File: config.mk
export PLATFORM = sky130hd
export DESIGN_NAME = oam_dma
export DESIGN_NICKNAME = d
export VERILOG_FILES = /design/src/rtl/oam_dma.sv
export SDC_FILE = /design/constraint.sdc
export NUM_CORES = 1
export LEC_CHECK = 0
export ABC_CLOCK_PERIOD_IN_PS = 2130
export CORE_MARGIN = 2
export CORE_UTILIZATION = 40
export DETAILED_ROUTE_END_ITERATION = 8
export PLACE_DENSITY = 0.74
export REMOVE_ABC_BUFFERS = 1
export SYNTH_ARGS = -nofsm -noshare
export SYNTH_HDL_FRONTEND = slang
export SYNTH_SLANG_ARGS = --single-unit
File: constraint.sdc
create_clock -name clockgb -period 2.13 [get_ports clockgb]
set_input_delay 0.426 -clock clockgb [delete_from_list [all_inputs] [get_ports clockgb]]
set_output_delay 0.426 -clock clockgb [all_outputs]
set_load 0.02 [all_outputs]
File: src/rtl/oam_dma.sv
// oam_dma: OAM DMA engine behind a CPU register; copies LENGTH bytes from page {V,8'h00} into OAM.
// Build option OAM_DMA_RESTART_EN: a register write while busy restarts the transfer.
module oam_dma #(
    parameter logic [15:0] REG_ADDR    = 16'hff46,
    parameter logic [15:0] OAM_BASE    = 16'hfe00,
    parameter int unsigned LENGTH      = 160,
    parameter int unsigned START_DELAY = 1
) (
    input  logic        clockgb,
    input  logic        resetn,
    input  logic [15:0] address,
    input  logic [7:0]  indata,
    output logic [7:0]  outdata,
    input  logic        load,
    input  logic        store,
    output logic [15:0] dma_address,
    input  logic [7:0]  dma_rdata,
    output logic [7:0]  dma_wdata,
    output logic        dma_load,
    output logic        dma_store,
    output logic        busy
);
    typedef enum logic [1:0] {StIdle, StWait, StRead, StWrite} state_e;

    localparam logic [7:0] LastIdx = 8'(LENGTH - 1);
    localparam logic [3:0] DlyInit = 4'(START_DELAY);

    state_e     r_state;
    logic [7:0] r_src;
    logic [7:0] r_xfer_src;
    logic [7:0] r_idx;
    logic [3:0] r_dly;
    logic [7:0] r_outdata;
    logic       r_busy;
    logic       w_reg_wr;
    logic       w_reg_rd;
    logic       w_start;

    assign w_reg_wr = store && (address == REG_ADDR);
    assign w_reg_rd = load && (address == REG_ADDR);
`ifdef OAM_DMA_RESTART_EN
    assign w_start = w_reg_wr;
`else
    assign w_start = w_reg_wr && (r_state == StIdle);
`endif

    // r_xfer_src holds the page for the running transfer; r_src is the CPU-visible register.
    always_ff @(posedge clockgb or negedge resetn) begin
        if (!resetn) begin
            r_state    <= StIdle;
            r_src      <= 8'h00;
            r_xfer_src <= 8'h00;
            r_idx      <= 8'h00;
            r_dly      <= 4'h0;
            r_outdata  <= 8'h00;
            r_busy     <= 1'b0;
        end else begin
            r_outdata <= w_reg_rd ? r_src : 8'h00;
            if (w_reg_wr) begin
                r_src <= indata;
            end
            if (w_start) begin
                r_xfer_src <= indata;
                r_idx      <= 8'h00;
                r_dly      <= DlyInit;
                r_busy     <= 1'b1;
                r_state    <= (START_DELAY == 0) ? StRead : StWait;
            end else begin
                unique case (r_state)
                    StWait: begin
                        r_dly <= r_dly - 4'd1;
                        if (r_dly < 4'd2) begin
                            r_state <= StRead;
                        end
                    end
                    StRead: begin
                        r_state <= StWrite;
                    end
                    StWrite: begin
                        if (r_idx == LastIdx) begin
                            r_state <= StIdle;
                            r_busy  <= 1'b0;
                        end else begin
                            r_idx   <= r_idx + 8'd1;
                            r_state <= StRead;
                        end
                    end
                    default: begin
                        r_state <= StIdle;
                    end
                endcase
            end
        end
    end

    // 8-bit index never carries into the page byte, so the read address is a plain concat.
    always_comb begin
        dma_load    = 1'b0;
        dma_store   = 1'b0;
        dma_address = 16'h0000;
        dma_wdata   = 8'h00;
        unique case (r_state)
            StRead: begin
                dma_load    = 1'b1;
                dma_address = {r_xfer_src, r_idx};
            end
            StWrite: begin
                dma_store   = 1'b1;
                dma_address = OAM_BASE + {8'h00, r_idx};
                dma_wdata   = dma_rdata;
            end
            default: begin
                dma_load = 1'b0;
            end
        endcase
    end

    assign outdata = r_outdata;
    assign busy    = r_busy;

endmodule

* After elaboration in Yosys (flattened, before gate mapping)
Index checks and enable logic that the tools add are counted.
** Cells by class
- Div/mod/pow operators :: 0
- Reductions and logical operators :: 9
- Mux-type cells :: 17
- $lt $le $gt $ge :: 1
- Multiply operators :: 0
- Add/subtract/negate cells :: 3
- Equality and inequality tests :: 7
- Shifts and indexed selects :: 0
- Bitwise logic cells :: 0
** Operators by type and width (count)
- $mux W8 :: 5
- $pmux W16 S2 :: 1
- $eq A16 B16 Y1 const B :: 1
- $add A10 B9 Y11 const A :: 1
- $add A8 B1 Y8 const B :: 1
- $eq A8 B8 Y1 const B :: 1
- $mux W4 :: 2
- $mux W2 :: 3
- $pmux W2 S3 :: 1
- $reduce_bool A2 Y1 :: 3
- $mux W1 :: 5
- $eq A2 B2 Y1 const B :: 2
- $lt A4 B2 Y1 const B :: 1
- $reduce_and A2 Y1 :: 2
- $sub A4 B1 Y4 const B :: 1
- $logic_and A1 B1 Y1 :: 3
- $ne A3 B3 Y1 const B :: 1
- $eq A2 B1 Y1 const B :: 1
- $logic_not A2 Y1 :: 1
- $ne A2 B2 Y1 const B :: 1
** Word-level totals
- Output and inout port bits :: 35
- Input bits :: 36
- Register bits after elaboration :: 39
- Word-level logic and storage cells :: 44
- Memory bits (writable) :: 0
- Memories :: 0
- Bits in latches :: 0
- Bits in read-only memories :: 0

* Logic depth before layout (Yosys ltp)
- Depth after elaboration :: 5
- Depth in mapped cells :: 6
- Mapped depth without buffers :: 6

* Worst setup path before layout
No wires, ideal clock.
- Path type :: input -> register
- Start point :: in address[0]
- End point :: reg r_xfer_src[4]
- Required time :: 2.003 ns
- Library setup time :: 0.127 ns
- Slack :: -0.056 ns
- Buffers on the path :: 2
- Arrival :: 2.059 ns
- Stages :: 6
- Cell sequence :: or4b_4 nor4_4 and3_1 buf_6 buf_8 mux2_1
** On the way
- Cells in the longest elaborated chain, start to end :: 3
** RTL lines
- start, declared :: line 11 : input logic [15:0] address,
- $eq A16 B16 Y1 :: line 39 : assign w_reg_wr = store && (address == REG_ADDR);
- $logic_and A1 B1 Y1 :: line 39
- $logic_and A1 B1 Y1 :: line 44 : assign w_start = w_reg_wr && (r_state == StIdle);
- end signal, assigned :: line 63 : r_xfer_src <= indata;
- end, declared :: line 30 : logic [7:0] r_xfer_src;
No other way between the ends.
A chain may end at the register's enable or synchronous reset.

* Worst setup path after layout
- Start point :: in address[0]
- End point :: reg r_xfer_src[7]
Same word-level chain as after synthesis.

==> key figures <==
Run status
  • Outcome: complete, no violations

Yosys
  • Yosys cell types: 35
  • Cells after Synth: 172
  • Syn Area/Cell: roughly 11 sq um
  • Register area share after synthesis: 0.516
  • Yosys warns: 0
  • EDFF count, synth: 0
  • Async SR Flop Fraction: 1.00
  • Synthesis-stage register bit count: 39
  • Mapped Area: 0.00189 sq mm
  • Most used flip-flop cell after synthesis: dfrtp_1

Final layout
  • Most common cell after layout, fill and taps aside: clkdlybuf4s50_1
  • Most frequent cells in the layout: clkdlybuf4s50_1, dfrtp_1, and3_1
  • Fillcell total: 414
  • Final Net Count: 293
  • Layout cell share with drive strength beyond 1: 0.184
  • Layout Utilization: 0.614
  • Synthesis-to-finish area growth: 50.1%
  • Antenna cell count: 0

Worst setup path
  • Critical Path End: r_xfer_src[7]$_DFFE_PN0P_
  • R2R Path Start: r_idx[0]$_DFFE_PN0P_
  • Crit path from: address[0]
  • R2R cell count: 5
  • Worst Path Arrival: 2270 ps
  • Setup crit end kind: flip-flop
  • CP Class: in2reg
  • Worst R2R End: r_idx[5]$_DFFE_PN0P_
  • R2r setup slk: roughly 330 ps
  • WP data required: 2320 ps
  • CP startpoint kind: input pin
  • CP Max Fanout: 5

STA
  • Pins Over Slew Limit: 0
  • Unrepaired setup endpoints after global routing: no
  • Setup-failing EPs final: 0
  • Clk_skew: 8.53 ps
  • Slew Limit Headroom: 0.670
  • Least-Margin Pin Slew: 494 ps
  • Hold_ws: 170 ps
  • Min Tclk post-route: 2080 ps
  • TNS Setup: 0 ps
  • Final Hold Violating Endpoints: 0
  • Final period utilization: 0.978
  • Setup ws final: 47.4 ps
  • Max Fclk: 0.480 GHz

Routing
  • DRC: 0
  • Via-per-instance ratio: approximately 5.3
  • 1st-iter DRT viols: 46
  • Wirelength, routed: 4530 microns
  • Initial DRT Pass Iterations: 4
  • Post-route ant nets: 0
  • Routed vias: 1629
  • Post-DR wirelength/cell: roughly 15 microns

Clock network
  • Clk buf depth: 2
  • Cts hold-fix bufs: 0
  • CTS Root Cell: clkbuf_8
  • Num CTS Buffers: 5
  • CTS tree: built
  • Clk sink count: 39
  • Worst-skew pair later-pin latency: 300 ps
  • Clock slew at reported path FFs: 80 ps
  • Clock H-tree levels: 2

Floorplan
  • Die area: 0.00530 sq mm
  • IO Count: 71
  • Initial Util: 0.409
  • Row count: 25
  • Core area: 0.00463 sq mm
  • Die height: 72.8 microns
  • Die Span X: around 73 microns

Power
  • Peak supply drop: 0.414 mV
  • Pwr Total: 1.45 mW
  • PD cells: 511 mW/mm^2
  • Leakage power: 1.47 nW

Placed design
  • Worst slack, placed: -449 ps
  • Gpl congestion: ~0.77
  • Buffers on Ports: 70
  • Post-DP HPWL: 3290 microns

Global route
  • Vias in the first global route: 1574
  • Total global routing overflow: 0
  • First-pass GRT wire length: 7470 microns
  • Total GRT Usage: 0.185
  • Largest net degree at the start of global routing: 40
  • Initial antenna violation count: 0

Min path
  • Hold WC Path Type: in2async

Job
  • Max-cap violations: 0
area by class of cell:
cell class | instances | area, sq um | share of cell area
Timing Repair Buffer | 85 | 811 | 0.285
Inverter | 6 | 22.5 | 0.00793
Tap cell | 54 | 67.6 | 0.0238
Clock buffer | 5 | 68.8 | 0.0242
Clock inverter | 3 | 43.8 | 0.0154
Sequential cell | 39 | 978 | 0.344
Multi-Input combinational cell | 118 | 850 | 0.299
power breakdown:
part	internal, mW	switching [mW]
combinational	0.0598	0.0308
clock	0.349	0.273
sequential	0.740	0.0000230
cell families after synthesis:
group | count (synthesis) | synth area share
AND/OR/NAND/NOR | 70 | 0.229
flip-flops | 39 | 0.516
AO/OA/AOI/OAI | 26 | 0.0892
multiplexers | 16 | 0.0952
buffers and inverters | 15 | 0.0397
XOR/XNOR | 4 | 0.0185
adder cells (fa/ha/maj) | 2 | 0.0132
critical path: stages:
cell,delay (ps)
clkdlybuf4s50_1,400
or4b_4,580
nor4_4,170
and3_4,230
buf_4,140
mux2_2,330
synthesized netlist by cell type (all sizes together), types with 2 or more instances:
| cell | n | area, sq um |
|---|---|---|
| a31o | 2 | 17.5 |
| o21a | 7 | 52.6 |
| inv | 6 | 22.5 |
| and2 | 10 | 62.6 |
| nand2 | 8 | 30.0 |
| buf | 2 | 26.3 |
| nor4 | 2 | 42.5 |
| and3 | 18 | 113 |
| nand3 | 3 | 15.0 |
| mux2 | 16 | 180 |
| xnor2 | 3 | 26.3 |
| nor3 | 6 | 30.0 |
| nor2 | 10 | 37.5 |
| a21oi | 8 | 40.0 |
| nand4 | 5 | 31.3 |
| ha | 2 | 25.0 |
| dfrtp | 39 | 976 |
| o21ai | 4 | 20.0 |
| clkbuf | 7 | 26.3 |
metal layers:
| metal | part of all wire | wire (microns) | GRT usage |
|---|---|---|---|
| met2 | 0.48 | 2170 | 0.294 |
| met3 | 0.071 | 320 | 0.0622 |
| met1 | 0.43 | 1970 | 0.234 |
| met4 | 0.016 | 73 | 0.0679 |
| met5 | 0 | 0 | 0 |
what timing repair did:
| action | in CTS | in global routing |
|---|---|---|
| setup endpoints to repair | 37 | 6 |
| buffers inserted | 2 | 0 |
| resized for setup | 18 | 6 |
| pin swaps | 1 | 0 |
worst min-delay path by stage:
stage,cells past startpoint,end,slack (ps),start
after floorplan,0,busy$_DFFE_PN0P_,130,resetn
after global placement,1,r_xfer_src[4]$_DFFE_PN0P_,470,r_xfer_src[4]$_DFFE_PN0P_
after detailed placement,1,r_xfer_src[5]$_DFFE_PN0P_,480,r_xfer_src[5]$_DFFE_PN0P_
after CTS,2,outdata[5]$_DFF_PN0_,180,resetn
after global routing,2,outdata[5]$_DFF_PN0_,200,resetn
final,2,outdata[5]$_DFF_PN0_,170,resetn
registers in the layout, summed over array words and instances (netlist names):
name and cells:
r_state 2, outdata 8, r_src 8, busy 1, r_xfer_src 8, r_dly 4
r_idx 8
per-stage QoR:
stage,area (sq um),std cells
2_1_floorplan,1840,163
3_3_place_gp,2700,300
3_5_place_dp,2700,300
4_1_cts,2830,310
5_1_grt,2840,310
6_report,2840,310
No activity file was read; power rests on OpenSTA's default activity.
